### config.mk
export PLATFORM = sky130hd
export DESIGN_NAME = vector_recorder_flat
export DESIGN_NICKNAME = d
export VERILOG_FILES = /design/src/rtl/vector_recorder_if.sv /design/src/rtl/vector_recorder.sv /design/src/flat_wrapper.sv
export SDC_FILE = /design/constraint.sdc
export NUM_CORES = 1
export LEC_CHECK = 0
export ABC_AREA = 1
export CORE_UTILIZATION = 60
export CTS_BUF_LIST = sky130_fd_sc_hd__clkbuf_4 sky130_fd_sc_hd__clkbuf_8 sky130_fd_sc_hd__clkbuf_16
export DETAILED_ROUTE_END_ITERATION = 10
export HOLD_SLACK_MARGIN = 0.08
export PLACE_DENSITY = 0.79
export SYNTH_ARGS = -nofsm -noshare
export SYNTH_HDL_FRONTEND = slang
export SYNTH_SLANG_ARGS = --single-unit
### constraint.sdc
create_clock -name clk -period 3.1 [get_ports clk]
set_clock_uncertainty 0.1 [all_clocks]
set_input_delay 0.465 -clock clk [delete_from_list [all_inputs] [get_ports clk]]
set_output_delay 0.465 -clock clk [all_outputs]
set_load 0.01 [all_outputs]
### src/rtl/vector_recorder_if.sv
// vector_recorder_if: capture/readout bus of the vector recorder
//   master (producer/consumer side): drives start, stop, sample_en, sample, rd_ready
//   slave (recorder side): drives rd_valid, rd_data, count, busy, full
interface vector_recorder_if #(
  parameter int WIDTH = 12,
  parameter int DEPTH = 64
);
  localparam int CW = $clog2(DEPTH) + 1;
  logic start;
  logic stop;
  logic sample_en;
  logic [WIDTH-1:0] sample;
  logic rd_valid;
  logic rd_ready;
  logic [WIDTH-1:0] rd_data;
  logic [CW-1:0] count;
  logic busy;
  logic full;
  modport master (
    output start, stop, sample_en, sample, rd_ready,
    input  rd_valid, rd_data, count, busy, full
  );
  modport slave (
    input  start, stop, sample_en, sample, rd_ready,
    output rd_valid, rd_data, count, busy, full
  );
endinterface

### src/rtl/vector_recorder.sv
// vector_recorder: captures up to DEPTH qualified sample vectors, then replays them in write order
//   clk   : rising-edge clock
//   reset : asynchronous active-high reset, discards all stored records
//   bus   : vector_recorder_if.slave (start/stop/sample_en/sample in, rd_valid/rd_ready/rd_data readout,
//           count/busy/full status)
//   Optional macro VECREC_DEDUP_EN: skip samples equal to the last written record.
module vector_recorder #(
  parameter int WIDTH = 12,
  parameter int DEPTH = 64
) (
  input logic clk,
  input logic reset,
  vector_recorder_if.slave bus
);
  localparam int AW = $clog2(DEPTH);
  localparam int CW = AW + 1;
  localparam logic [CW-1:0] DEPTH_C = CW'(DEPTH);
  typedef enum logic [1:0] {IDLE, CAPTURE, DRAIN} state_t;
  state_t state_q, state_d;
  logic [CW-1:0] count_q, count_d, rd_ptr_q, rd_ptr_d;
  logic busy_q, full_q, rd_valid_q;
  logic [WIDTH-1:0] mem [DEPTH];
  logic keep, wr;
`ifdef VECREC_DEDUP_EN
  logic [WIDTH-1:0] last_q;
  assign keep = (count_q == '0) || (bus.sample != last_q);
  always_ff @(posedge clk)
    if (wr) last_q <= bus.sample;
`else
  assign keep = 1'b1;
`endif
  assign wr = (state_q == CAPTURE) && bus.sample_en && (count_q < DEPTH_C) && keep;
  always_comb begin
    state_d  = state_q;
    count_d  = count_q;
    rd_ptr_d = rd_ptr_q;
    case (state_q)
      IDLE: if (bus.start) begin
        state_d  = CAPTURE;
        count_d  = '0;
        rd_ptr_d = '0;
      end
      CAPTURE: begin
        count_d = wr ? count_q + 1'b1 : count_q;
        // the write that fills the buffer also ends capture
        state_d = (bus.stop || count_d == DEPTH_C) ? DRAIN : CAPTURE;
      end
      DRAIN: if (bus.start) begin
        state_d  = CAPTURE;
        count_d  = '0;
        rd_ptr_d = '0;
      end else if (rd_ptr_q == count_q) begin
        state_d = IDLE;
      end else if (bus.rd_ready) begin
        rd_ptr_d = rd_ptr_q + 1'b1;
      end
      default: state_d = IDLE;
    endcase
  end
  // status outputs are registered from next-state values so they line up with state_q
  always_ff @(posedge clk or posedge reset)
    if (reset) begin
      state_q    <= IDLE;
      count_q    <= '0;
      rd_ptr_q   <= '0;
      busy_q     <= 1'b0;
      full_q     <= 1'b0;
      rd_valid_q <= 1'b0;
    end else begin
      state_q    <= state_d;
      count_q    <= count_d;
      rd_ptr_q   <= rd_ptr_d;
      busy_q     <= state_d == CAPTURE;
      full_q     <= count_d == DEPTH_C;
      rd_valid_q <= (state_d == DRAIN) && (rd_ptr_d < count_d);
    end
  always_ff @(posedge clk)
    if (wr) mem[count_q[AW-1:0]] <= bus.sample;
  assign bus.rd_data  = mem[rd_ptr_q[AW-1:0]];
  assign bus.rd_valid = rd_valid_q;
  assign bus.count    = count_q;
  assign bus.busy     = busy_q;
  assign bus.full     = full_q;
endmodule

### src/flat_wrapper.sv
// flat-port wrapper written by rule: the top's interface ports become plain ports
module vector_recorder_flat 
#(
  parameter int WIDTH = 12,
  parameter int DEPTH = 64
)
  (clk, reset, bus_start, bus_stop, bus_sample_en, bus_sample, bus_rd_ready, bus_rd_valid, bus_rd_data, bus_count, bus_busy, bus_full);
  vector_recorder_if #(.WIDTH(WIDTH), .DEPTH(DEPTH)) bus_i ();
  input logic clk;
  input logic reset;
  input wire logic [$bits(bus_i.start)-1:0] bus_start;
  input wire logic [$bits(bus_i.stop)-1:0] bus_stop;
  input wire logic [$bits(bus_i.sample_en)-1:0] bus_sample_en;
  input wire logic [$bits(bus_i.sample)-1:0] bus_sample;
  input wire logic [$bits(bus_i.rd_ready)-1:0] bus_rd_ready;
  output wire logic [$bits(bus_i.rd_valid)-1:0] bus_rd_valid;
  output wire logic [$bits(bus_i.rd_data)-1:0] bus_rd_data;
  output wire logic [$bits(bus_i.count)-1:0] bus_count;
  output wire logic [$bits(bus_i.busy)-1:0] bus_busy;
  output wire logic [$bits(bus_i.full)-1:0] bus_full;
  assign bus_i.start = bus_start;
  assign bus_i.stop = bus_stop;
  assign bus_i.sample_en = bus_sample_en;
  assign bus_i.sample = bus_sample;
  assign bus_i.rd_ready = bus_rd_ready;
  assign bus_rd_valid = bus_i.rd_valid;
  assign bus_rd_data = bus_i.rd_data;
  assign bus_count = bus_i.count;
  assign bus_busy = bus_i.busy;
  assign bus_full = bus_i.full;
  vector_recorder #(.WIDTH(WIDTH), .DEPTH(DEPTH)) u_core (.clk(clk), .reset(reset), .bus(bus_i));
endmodule
Word-level counts from Yosys, hierarchy flattened
Memory sizes are Yosys's and may differ from the RTL's.
Index checks and enable logic that the tools add are counted.

storage, ports and cells
  flip-flop bits (word level) = 19
  memory bits (writable) = 768
  input bits = 18
  memories = 1

cells by class
  add/subtract/negate cells = 2
  order comparisons = 2
  equality and inequality tests = 7
  multiplexer cells = 15
  reductions and logical operators = 6

memories
  memory      words  width  read ports  clocked after Yosys merged registers in  wr ports  RTL line               text
  u_core.mem  64     12     1           0                                        1         vector_recorder.sv:22  logic [WIDTH-1:0] mem [DEPTH];

operators with widths
  cell                   count
  $mux W7                6
  $pmux W7 S2            2
  $add A7 B1 Y7 const B  2
  $eq A7 B7 Y1 const B   2
  $mux W2                4
  $eq A7 B7 Y1           1
  $lt A7 B7 Y1           1
  $lt A7 B7 Y1 const B   1
  $pmux W2 S3            1
  $eq A2 B1 Y1 const B   2
  $eq A2 B2 Y1 const B   2
  $logic_and A1 B1 Y1    3
  $logic_not A2 Y1       1
  $mux W1                2
  $reduce_or A2 Y1       1
  $logic_or A1 B1 Y1     1

Longest topological paths before layout
Gate-level depths: netlist of the first run.

  word-level depth = 10
  mapped depth = 20
  depth with buffers taken out = 18

Worst setup path after synthesis of the first run
No wires, ideal clock.

  path type = reg2reg
  from = reg u_core.rd_ptr_q[0]
  to = reg u_core.rd_valid_q, in the netlist u_core.bus.rd_valid
  setup time = 0.071 ns
  arrival = 2.227 ns
  data required time = 2.929 ns
  slack = 0.702 ns
  stages on the path, launching flop included = 21
  buffers on the path = 2
  cell sequence = dfrtp_1 -> buf_6 -> inv_2 -> buf_6 -> nand2_1 -> nand2_1 -> nand2_1 -> nor2_1 -> nand2_2 -> nand2_2 -> nor2_1 -> nand3_1 -> a21oi_1 -> o21ai_1 -> o21ai_0 -> ha_1 -> nand2_1 -> nor2_1 -> a211oi_1 -> nand3_1 -> nor2_1

between the ends
  longest elaborated chain between the ends = 7
  elaborated cells on any way between the ends = 13
  classes of those cells = 1 x add/sub; 1 x order compare; 2 x eq/ne; 8 x mux; 1 x reduce/logical

ends and longest elaborated chain
  item                      RTL line               text
  start: declaration        vector_recorder.sv:20  logic [CW-1:0] count_q, count_d, rd_ptr_q, rd_ptr_d;
  start signal: assignment  vector_recorder.sv:72  rd_ptr_q <= rd_ptr_d;
  $add A7 B1 Y7             vector_recorder.sv:55  rd_ptr_d = rd_ptr_q + 1'b1;
  $mux W7                   vector_recorder.sv:54  end else if (bus.rd_ready) begin
  $mux W7 (*)               vector_recorder.sv:52  end else if (rd_ptr_q == count_q) begin
  $mux W7 (*)               vector_recorder.sv:48  DRAIN: if (bus.start) begin
  $pmux W7 S2 (*)           vector_recorder.sv:37  case (state_q)
  net u_core.rd_ptr_d[6]    vector_recorder.sv:20
  $lt A7 B7 Y1 (*)          vector_recorder.sv:75  rd_valid_q <= (state_d == DRAIN) && (rd_ptr_d < count_d);
  $logic_and A1 B1 Y1 (*)   vector_recorder.sv:75
  end signal: assignment    vector_recorder.sv:75
  end: declaration          vector_recorder.sv:21  logic busy_q, full_q, rd_valid_q;

The timed path passes the listed nets; every way through them passes the cells marked *.

Final worst setup path of the first run
  from = reg u_core.rd_ptr_q[0]
  to = out bus_rd_data[8]

between the ends
  longest elaborated chain between the ends = 1

ends and longest elaborated chain
  item              RTL line            text
  $mem_v2 Z64 W12   -
  end: declaration  flat_wrapper.sv:17  output wire logic [$bits(bus_i.rd_data)-1:0] bus_rd_data;

Every way passes these cells.

==> run summary, run 1 <==
• **number of hold violations in the final report** 0
• **Boundary Pins** 40
• **routed wirelength normalized by instance count** 27.2 µm
• **number of max-slew violations in the final report** 0
• **total global-route track usage** 0.339
• **min setup slack post-route** -422 ps
• **nets@finish** 2732
• **horizontal die dimension** 233 µm
• **number of buffers added by the clock tree synthesis step** 76
• **final-report setup violation count** 12
• **clock latency on the worst-skew pair** 640 ps
• **post-detailed-route count of antenna-violating nets** 0
• **non-filler cells in the finished layout** 3457
• **worst-case clock buffer depth** 3
• **vias in the first global route** 21776
• **worst setup slack before clock tree synthesis** -273 ps
• **finished layout cell area** 38500 µm²
• **worst rel slew slack** 0.175
• **static power due to leakage** 13.8 nW
• **Critical Path AT** 2960 ps
• **total of max-cap violations** 0
• **post-route minimum period** 3520 ps
• **clk root buf** sky130_fd_sc_hd__clkbuf_16
• **Sum Neg Setup Slack** -4440 ps
• **clock tree from TritonCTS** done
• **total number of H-tree levels** 3
• **sink count of the clock tree** 787
• **area enclosed by the die boundary** 54100 µm²
• **count of warnings emitted by yosys** 0
• **number of port buffers** 39
• **grt ovf** 0
• **number of DRC violations after detailed-routing iteration 0** 3475
• **final routed wirelength across all metal layers** 93.9 mm
• **half-perimeter wire length of the detailed placement result** 50.2 mm
• **number of standard cells after synthesis** 2449
• **final worst path period share** 1.14
• **overall via count from detail_route** 22684
• **slew of the pin with the lowest slew margin** 1240 ps
• **Post-Place Cells** 3229
• **per-instance average area after synthesis** 13.0 µm²
• **share of cells above drive strength 1** 0.192
• **first-pass GRT wire length** 133 mm
• **Power Dens Cells** 651 nW/µm²
• **flip-flop and latch count after synthesis** 787
• **type of the setup path with the least slack** register to output pin
• **launching element type of the critical path** register
• **FP Rows** 84
• **count of distinct cell types in the synthesized netlist** 32
• **cell area after placement** 34200 µm²
• **worst supply voltage drop on vdd** 0.000573 V
• **synthesized netlist net count** 2475
• **setup repair after global routing missed its margin** true
• **worst hold path type** input port to register
• **area added between synthesis and finish** 20.8%
• **pin count of the biggest net entering global routing** 74
• **post-synthesis sequential area ratio** 0.738
• **global placer's final weighted congestion** 0.951
• **violations in the final reports** setup timing
• **first-pass detailed-route iteration total** 6
• **overall die height** 233 µm
• **crit end category** output pin
• **required time at the worst-slack endpoint** 2530 ps
• **standard cell core area** 52600 µm²
• **outcome** finished, violations left
• **clock-pin slew on the worst setup and hold paths** 70 ps
• **routed vias/inst** 6.56
• **maximum clock frequency** 284 MHz
• **number of antenna violations at the first check in global routing** 2
• **cell area after synthesis** 31900 µm²
• **DRC violation count after routing** 0
• **initial core utilization** 0.607
• **maximum fanout along the worst path** 16
==> per-layer routing <==
metal,vias to the layer above,part of all wire,global-route usage
met5,-,0.00026,0
met4,4,0.059,0.193
met3,360,0.13,0.0914
met2,1844,0.47,0.525
met1,10980,0.34,0.435
li1,9496,-,-
==> power by group <==
group | internal [W] | switching, W | leakage [nW]
clock | 0.00530 | 0.00395 | 1.24
combinational | 0.00164 | 0.00236 | 5.39
sequential | 0.0118 | 0.0000693 | 7.16
==> final timing paths <==
path	start	end	slack [ps]	depth (start not counted)
worst max-delay path	u_core.rd_ptr_q[0]$_DFF_PP0_	bus_rd_data[8]	-420	12
worst max register to register	u_core.rd_ptr_q[1]$_DFF_PP0_	u_core.bus.rd_valid$_DFF_PP0_	30	20
worst min-delay path	bus_sample[4]	u_core.mem[30][4]$_DFFE_PP_	140	1
worst min register to register	u_core.state_q[1]$_DFF_PP0_	u_core.state_q[1]$_DFF_PP0_	570	3
max in group asynchronous	reset	u_core.rd_ptr_q[0]$_DFF_PP0_	2080	2
min in group asynchronous	reset	u_core.rd_ptr_q[0]$_DFF_PP0_	200	2
==> flip-flops by register name (all words and copies together) (netlist names) <==
signal               flops
u_core.bus.full          1
u_core.rd_ptr_q          7
u_core.bus.rd_valid      1
u_core.state_q           2
u_core.bus.busy          1
u_core.mem             768
u_core.bus.count         7
==> layout by cell type, fill, tap and decap left out, types with 15 or more instances in the layout <==
master	netlist	final
sky130_fd_sc_hd__a21oi_1	138	124
sky130_fd_sc_hd__buf_12	1	40
sky130_fd_sc_hd__buf_16	0	20
sky130_fd_sc_hd__buf_2	44	17
sky130_fd_sc_hd__buf_4	20	190
sky130_fd_sc_hd__buf_6	21	31
sky130_fd_sc_hd__clkbuf_16	0	88
sky130_fd_sc_hd__clkbuf_4	0	18
sky130_fd_sc_hd__clkdlybuf4s50_1	0	15
sky130_fd_sc_hd__clkinv_1	2	21
sky130_fd_sc_hd__dfrtp_1	19	16
sky130_fd_sc_hd__edfxtp_1	768	768
sky130_fd_sc_hd__inv_1	38	38
sky130_fd_sc_hd__mux2i_1	96	96
sky130_fd_sc_hd__nand2_1	464	452
sky130_fd_sc_hd__nand3_1	43	32
sky130_fd_sc_hd__nor2_1	273	261
sky130_fd_sc_hd__o211ai_1	61	61
sky130_fd_sc_hd__o21ai_0	225	185
sky130_fd_sc_hd__o21ai_1	29	61
sky130_fd_sc_hd__o22ai_1	99	84
==> cells by family after synthesis <==
group,Yosys count,synth area share
multiplexers,96,0.0301
XOR/XNOR,5,0.00137
AND/OR/NAND/NOR,794,0.0966
buffers and inverters,193,0.0323
AO/OA/AOI/OAI,566,0.0986
flip-flops,787,0.738
adder cells (fa/ha/maj),8,0.00314
==> final cells by class <==
cell class	instances	area (µm²)
flip-flops and latches	787	23500
well taps	688	861
fillers	3027	14000
clock buffers	99	2140
repair buffers	326	3660
repair inverters	1	16.3
multi-input cells	1469	7780
clock inverters	41	335
inverters	45	183
diodes	1	2.50
==> through the flow <==
step           power [W]  hold slack, ps  utilization
3_3_place_gp      0.0149             530        0.651
4_1_cts           0.0245             131        0.720
2_1_floorplan     0.0137             316            -
3_5_place_dp      0.0150             548        0.651
5_1_grt           0.0256             143        0.733
6_report          0.0251             145        0.733
==> synth_stat cells (all sizes together) <==
cell type | number | area [µm²]
o31ai | 12 | 90.1
mux2i | 96 | 961
nor3 | 4 | 20.0
inv | 43 | 161
xor2 | 2 | 17.5
o21ai | 254 | 1270
nand3 | 44 | 225
o22ai | 99 | 619
ha | 8 | 100
a22oi | 1 | 7.51
clkbuf | 56 | 211
o211ai | 61 | 458
clkinv | 2 | 7.51
nand4 | 3 | 18.8
dfrtp | 19 | 475
buf | 92 | 649
a21oi | 138 | 691
edfxtp | 768 | 23100
xnor2 | 3 | 26.3
a211oi | 1 | 7.51
nor2 | 276 | 1060
nand2 | 467 | 1760
==> worst max-delay path: stages, from the launching register on <==
cell,delay [ps]
sky130_fd_sc_hd__dfrtp_4,560
sky130_fd_sc_hd__buf_12,180
sky130_fd_sc_hd__buf_16,160
sky130_fd_sc_hd__buf_12,140
sky130_fd_sc_hd__buf_16,150
sky130_fd_sc_hd__nor2_1,150
sky130_fd_sc_hd__o22ai_1,110
sky130_fd_sc_hd__buf_4,170
sky130_fd_sc_hd__a21oi_1,280
sky130_fd_sc_hd__o31ai_4,110
sky130_fd_sc_hd__nand2_1,90
sky130_fd_sc_hd__nand2_2,70
sky130_fd_sc_hd__buf_6,120
==> timing repair <==
item | in CTS | in global routing
pin swaps | 75 | 62
gates resized for setup | 183 | 80
setup buffers | 39 | 26
hold buffers | 0 | 0
cloned | 16 | 9
hold endpoints to repair | 0 | 0
endpoints found under the setup margin | 12 | 13
No activity file was read; power rests on OpenSTA's default activity.
==> run 2, diff against run 1 <==
PLACE_DENSITY = 0.74   (was 0.79)
==> run 2 against run 1 <==
  * The flow still finishes with violations (setup timing)
  * Register-to-register slack lost 100 ps
  * Non-clock buffer count down 4
  * Critical path depth fell by 1
  * Global-route usage up 0.78 points
  * Critical endpoint unchanged
  * Largest power group unchanged
==> run summary, run 2 (synthesis gave the netlist of run 1 again) <==
• **outcome** finished, violations left
• **violations in the final reports** setup timing
• **clock tree from TritonCTS** done
• **total number of H-tree levels** 3, unchanged
• **share of cells above drive strength 1** 0.204, +0.0120
• **nets@finish** 2732, unchanged
• **overall via count from detail_route** 22604, -0.35%
• **first-pass GRT wire length** 136 mm, +2.0%
• **area added between synthesis and finish** 21.9%
• **grt ovf** 0, unchanged
• **FP Rows** 84, unchanged
• **crit end category** output pin
• **worst-case clock buffer depth** 3, unchanged
• **sink count of the clock tree** 787, unchanged
• **clock latency on the worst-skew pair** 620 ps, -20 ps
• **maximum fanout along the worst path** 6, -10
• **setup repair after global routing missed its margin** true
• **Power Dens Cells** 651 nW/µm², about the same
• **final routed wirelength across all metal layers** 94.7 mm, +0.86%
• **total global-route track usage** 0.347, +0.00782
• **min setup slack post-route** -507 ps, -84.4 ps
• **horizontal die dimension** 233 µm, unchanged
• **first-pass detailed-route iteration total** 7, +1
• **number of port buffers** 39, unchanged
• **maximum clock frequency** 277 MHz, -2.3%
• **half-perimeter wire length of the detailed placement result** 51.8 mm, +3.1%
• **post-route minimum period** 3610 ps, +84.4 ps
• **startpoint of the most critical setup path** u_core.rd_ptr_q[0]$_DFF_PP0_
• **initial core utilization** 0.607, unchanged
• **clk root buf** sky130_fd_sc_hd__clkbuf_16
• **post-detailed-route count of antenna-violating nets** 0, unchanged
• **type of the setup path with the least slack** register to output pin
• **diodes inserted** 0, -1
• **number of max-slew violations in the final report** 0, unchanged
• **number of antenna violations at the first check in global routing** 0, -2
• **slew of the pin with the lowest slew margin** 1140 ps, -93.7 ps
• **Critical Path AT** 3040 ps, +80 ps
• **Boundary Pins** 40, unchanged
• **routed wirelength normalized by instance count** 27.4 µm, +0.92%
• **launching element type of the critical path** register
• **depth of the most critical reg-to-reg path** 21, +5.0%
• **required time at the worst-slack endpoint** 2530 ps, about the same
• **worst supply voltage drop on vdd** 0.000524 V, -8.5%
• **number of DRC violations after detailed-routing iteration 0** 3617, +4.1%
• **commonest non-fill, non-tap cell in the layout** sky130_fd_sc_hd__edfxtp_1
• **final worst path period share** 1.16, +0.0272
• **overall die height** 233 µm, unchanged
• **Hold Buf Count CTS** 0, unchanged
• **R2R setup slack** -70 ps, -100 ps
• **global placer's final weighted congestion** 0.936, -1.6%
• **Largest register FFs** 768, unchanged
• **number of filler cells placed in the layout** 3108, +2.7%
• **total of max-cap violations** 0, unchanged
• **final-report setup violation count** 13, +1
• **worst rel slew slack** 0.237, +0.0625
• **worst hold path type** input port to asynchronous set/reset pin
• **DRC violation count after routing** 0, unchanged
• **critical register-to-register path startpoint** u_core.rd_ptr_q[0]$_DFF_PP0_
• **clock-pin slew on the worst setup and hold paths** 60 ps, about the same
• **vias in the first global route** 21866, +0.41%
• **top library cells by usage in the layout, fill and taps aside** sky130_fd_sc_hd__edfxtp_1, sky130_fd_sc_hd__nand2_1, sky130_fd_sc_hd__nor2_1
• **static power due to leakage** 13.8 nW, +0.45%
• **number of hold violations in the final report** 0, unchanged
• **Final Total Pwr** 0.0253 W, +0.90%
• **routed vias/inst** 6.54, -0.29%
• **pin count of the biggest net entering global routing** 65, -12%
• **worst reg2reg path endpoint** u_core.bus.rd_valid$_DFF_PP0_
• **area enclosed by the die boundary** 54100 µm², unchanged
• **worst setup slack before clock tree synthesis** -142 ps, +131 ps
• **number of buffers added by the clock tree synthesis step** 79, +3.9%
• **standard cell core area** 52600 µm², unchanged
==> run 2: changes by cell type in the layout (fill, tap and decap cells not counted), moves of 5 or more <==
cell,before,now
sky130_fd_sc_hd__buf_4,190,167
sky130_fd_sc_hd__a21oi_1,124,103
sky130_fd_sc_hd__a21oi_2,14,33
sky130_fd_sc_hd__o21ai_2,6,24
sky130_fd_sc_hd__o21ai_0,185,170
sky130_fd_sc_hd__buf_12,40,51
sky130_fd_sc_hd__clkinv_1,21,26
sky130_fd_sc_hd__clkinv_2,13,8
sky130_fd_sc_hd__o22ai_2,14,19
==> run 2: timing repair <==
item                                    4_1_cts  5_1_grt
pin swaps                                    82       76
gates cloned                                 24        8
gates resized for setup                     214      113
buffers inserted                             42       12
endpoints found under the setup margin       13       13
==> run 2: worst max path at each step <==
stage | end | cells past startpoint
finish | bus_rd_data[8] | 11
global route | bus_rd_data[8] | 13
CTS | bus_rd_data[11] | 13
detailed placement | bus_rd_data[2] | 9
global placement | bus_rd_data[3] | 12
floorplan | u_core.bus.rd_valid$_DFF_PP0_ | 20
==> run 2: worst max-delay path, stage by stage, from the launching register on <==
cell and delay, ps:
sky130_fd_sc_hd__dfrtp_4 500, sky130_fd_sc_hd__buf_12 170, sky130_fd_sc_hd__buf_12 150, sky130_fd_sc_hd__buf_12 130, sky130_fd_sc_hd__buf_8 120, sky130_fd_sc_hd__mux2i_1 120
sky130_fd_sc_hd__o211ai_1 440, sky130_fd_sc_hd__nand3_2 340, sky130_fd_sc_hd__o31ai_2 130, sky130_fd_sc_hd__nand2_1 90, sky130_fd_sc_hd__nand2_2 110, sky130_fd_sc_hd__buf_6 110
==> run 2: routing by layer <==
metal	vias to the layer above	track usage	share of wire
met5	-	0	0
met4	0	0.192	0.056
met3	319	0.0650	0.12
met2	1844	0.539	0.46
met1	10959	0.466	0.36
li1	9482	-	-
==> run 2: through the flow <==
step	cell area [µm²]	utilization	hold WS [ps]	setup TNS, ps	instances
2_1_floorplan	31900	-	316	0	2449
3_3_place_gp	34300	0.653	532	-866	3234
3_5_place_dp	34300	0.653	560	-1270	3234
4_1_cts	38400	0.730	222	-3430	3441
5_1_grt	38900	0.740	262	-4780	3455
6_report	38900	0.740	237	-4160	3455
==> run 2: where the power goes <==
group | switching [W] | internal (W) | leakage [nW] | total, W
Sequential | 0.0000645 | 0.0118 | 7.16 | 0.0118
Combinational | 0.00243 | 0.00168 | 5.44 | 0.00411
Clock | 0.00394 | 0.00543 | 1.25 | 0.00938
==> run 2: final cells by class <==
cell class              instances  area, µm²  area share
clock inverters                44        387     0.00994
clock buffers                  98       2120      0.0545
inverters                      45        196     0.00505
repair inverters                2       41.3     0.00106
flip-flops and latches        787      23500       0.605
repair buffers                322       3830      0.0986
multi-input cells            1469       7920       0.204
well taps                     688        861      0.0221
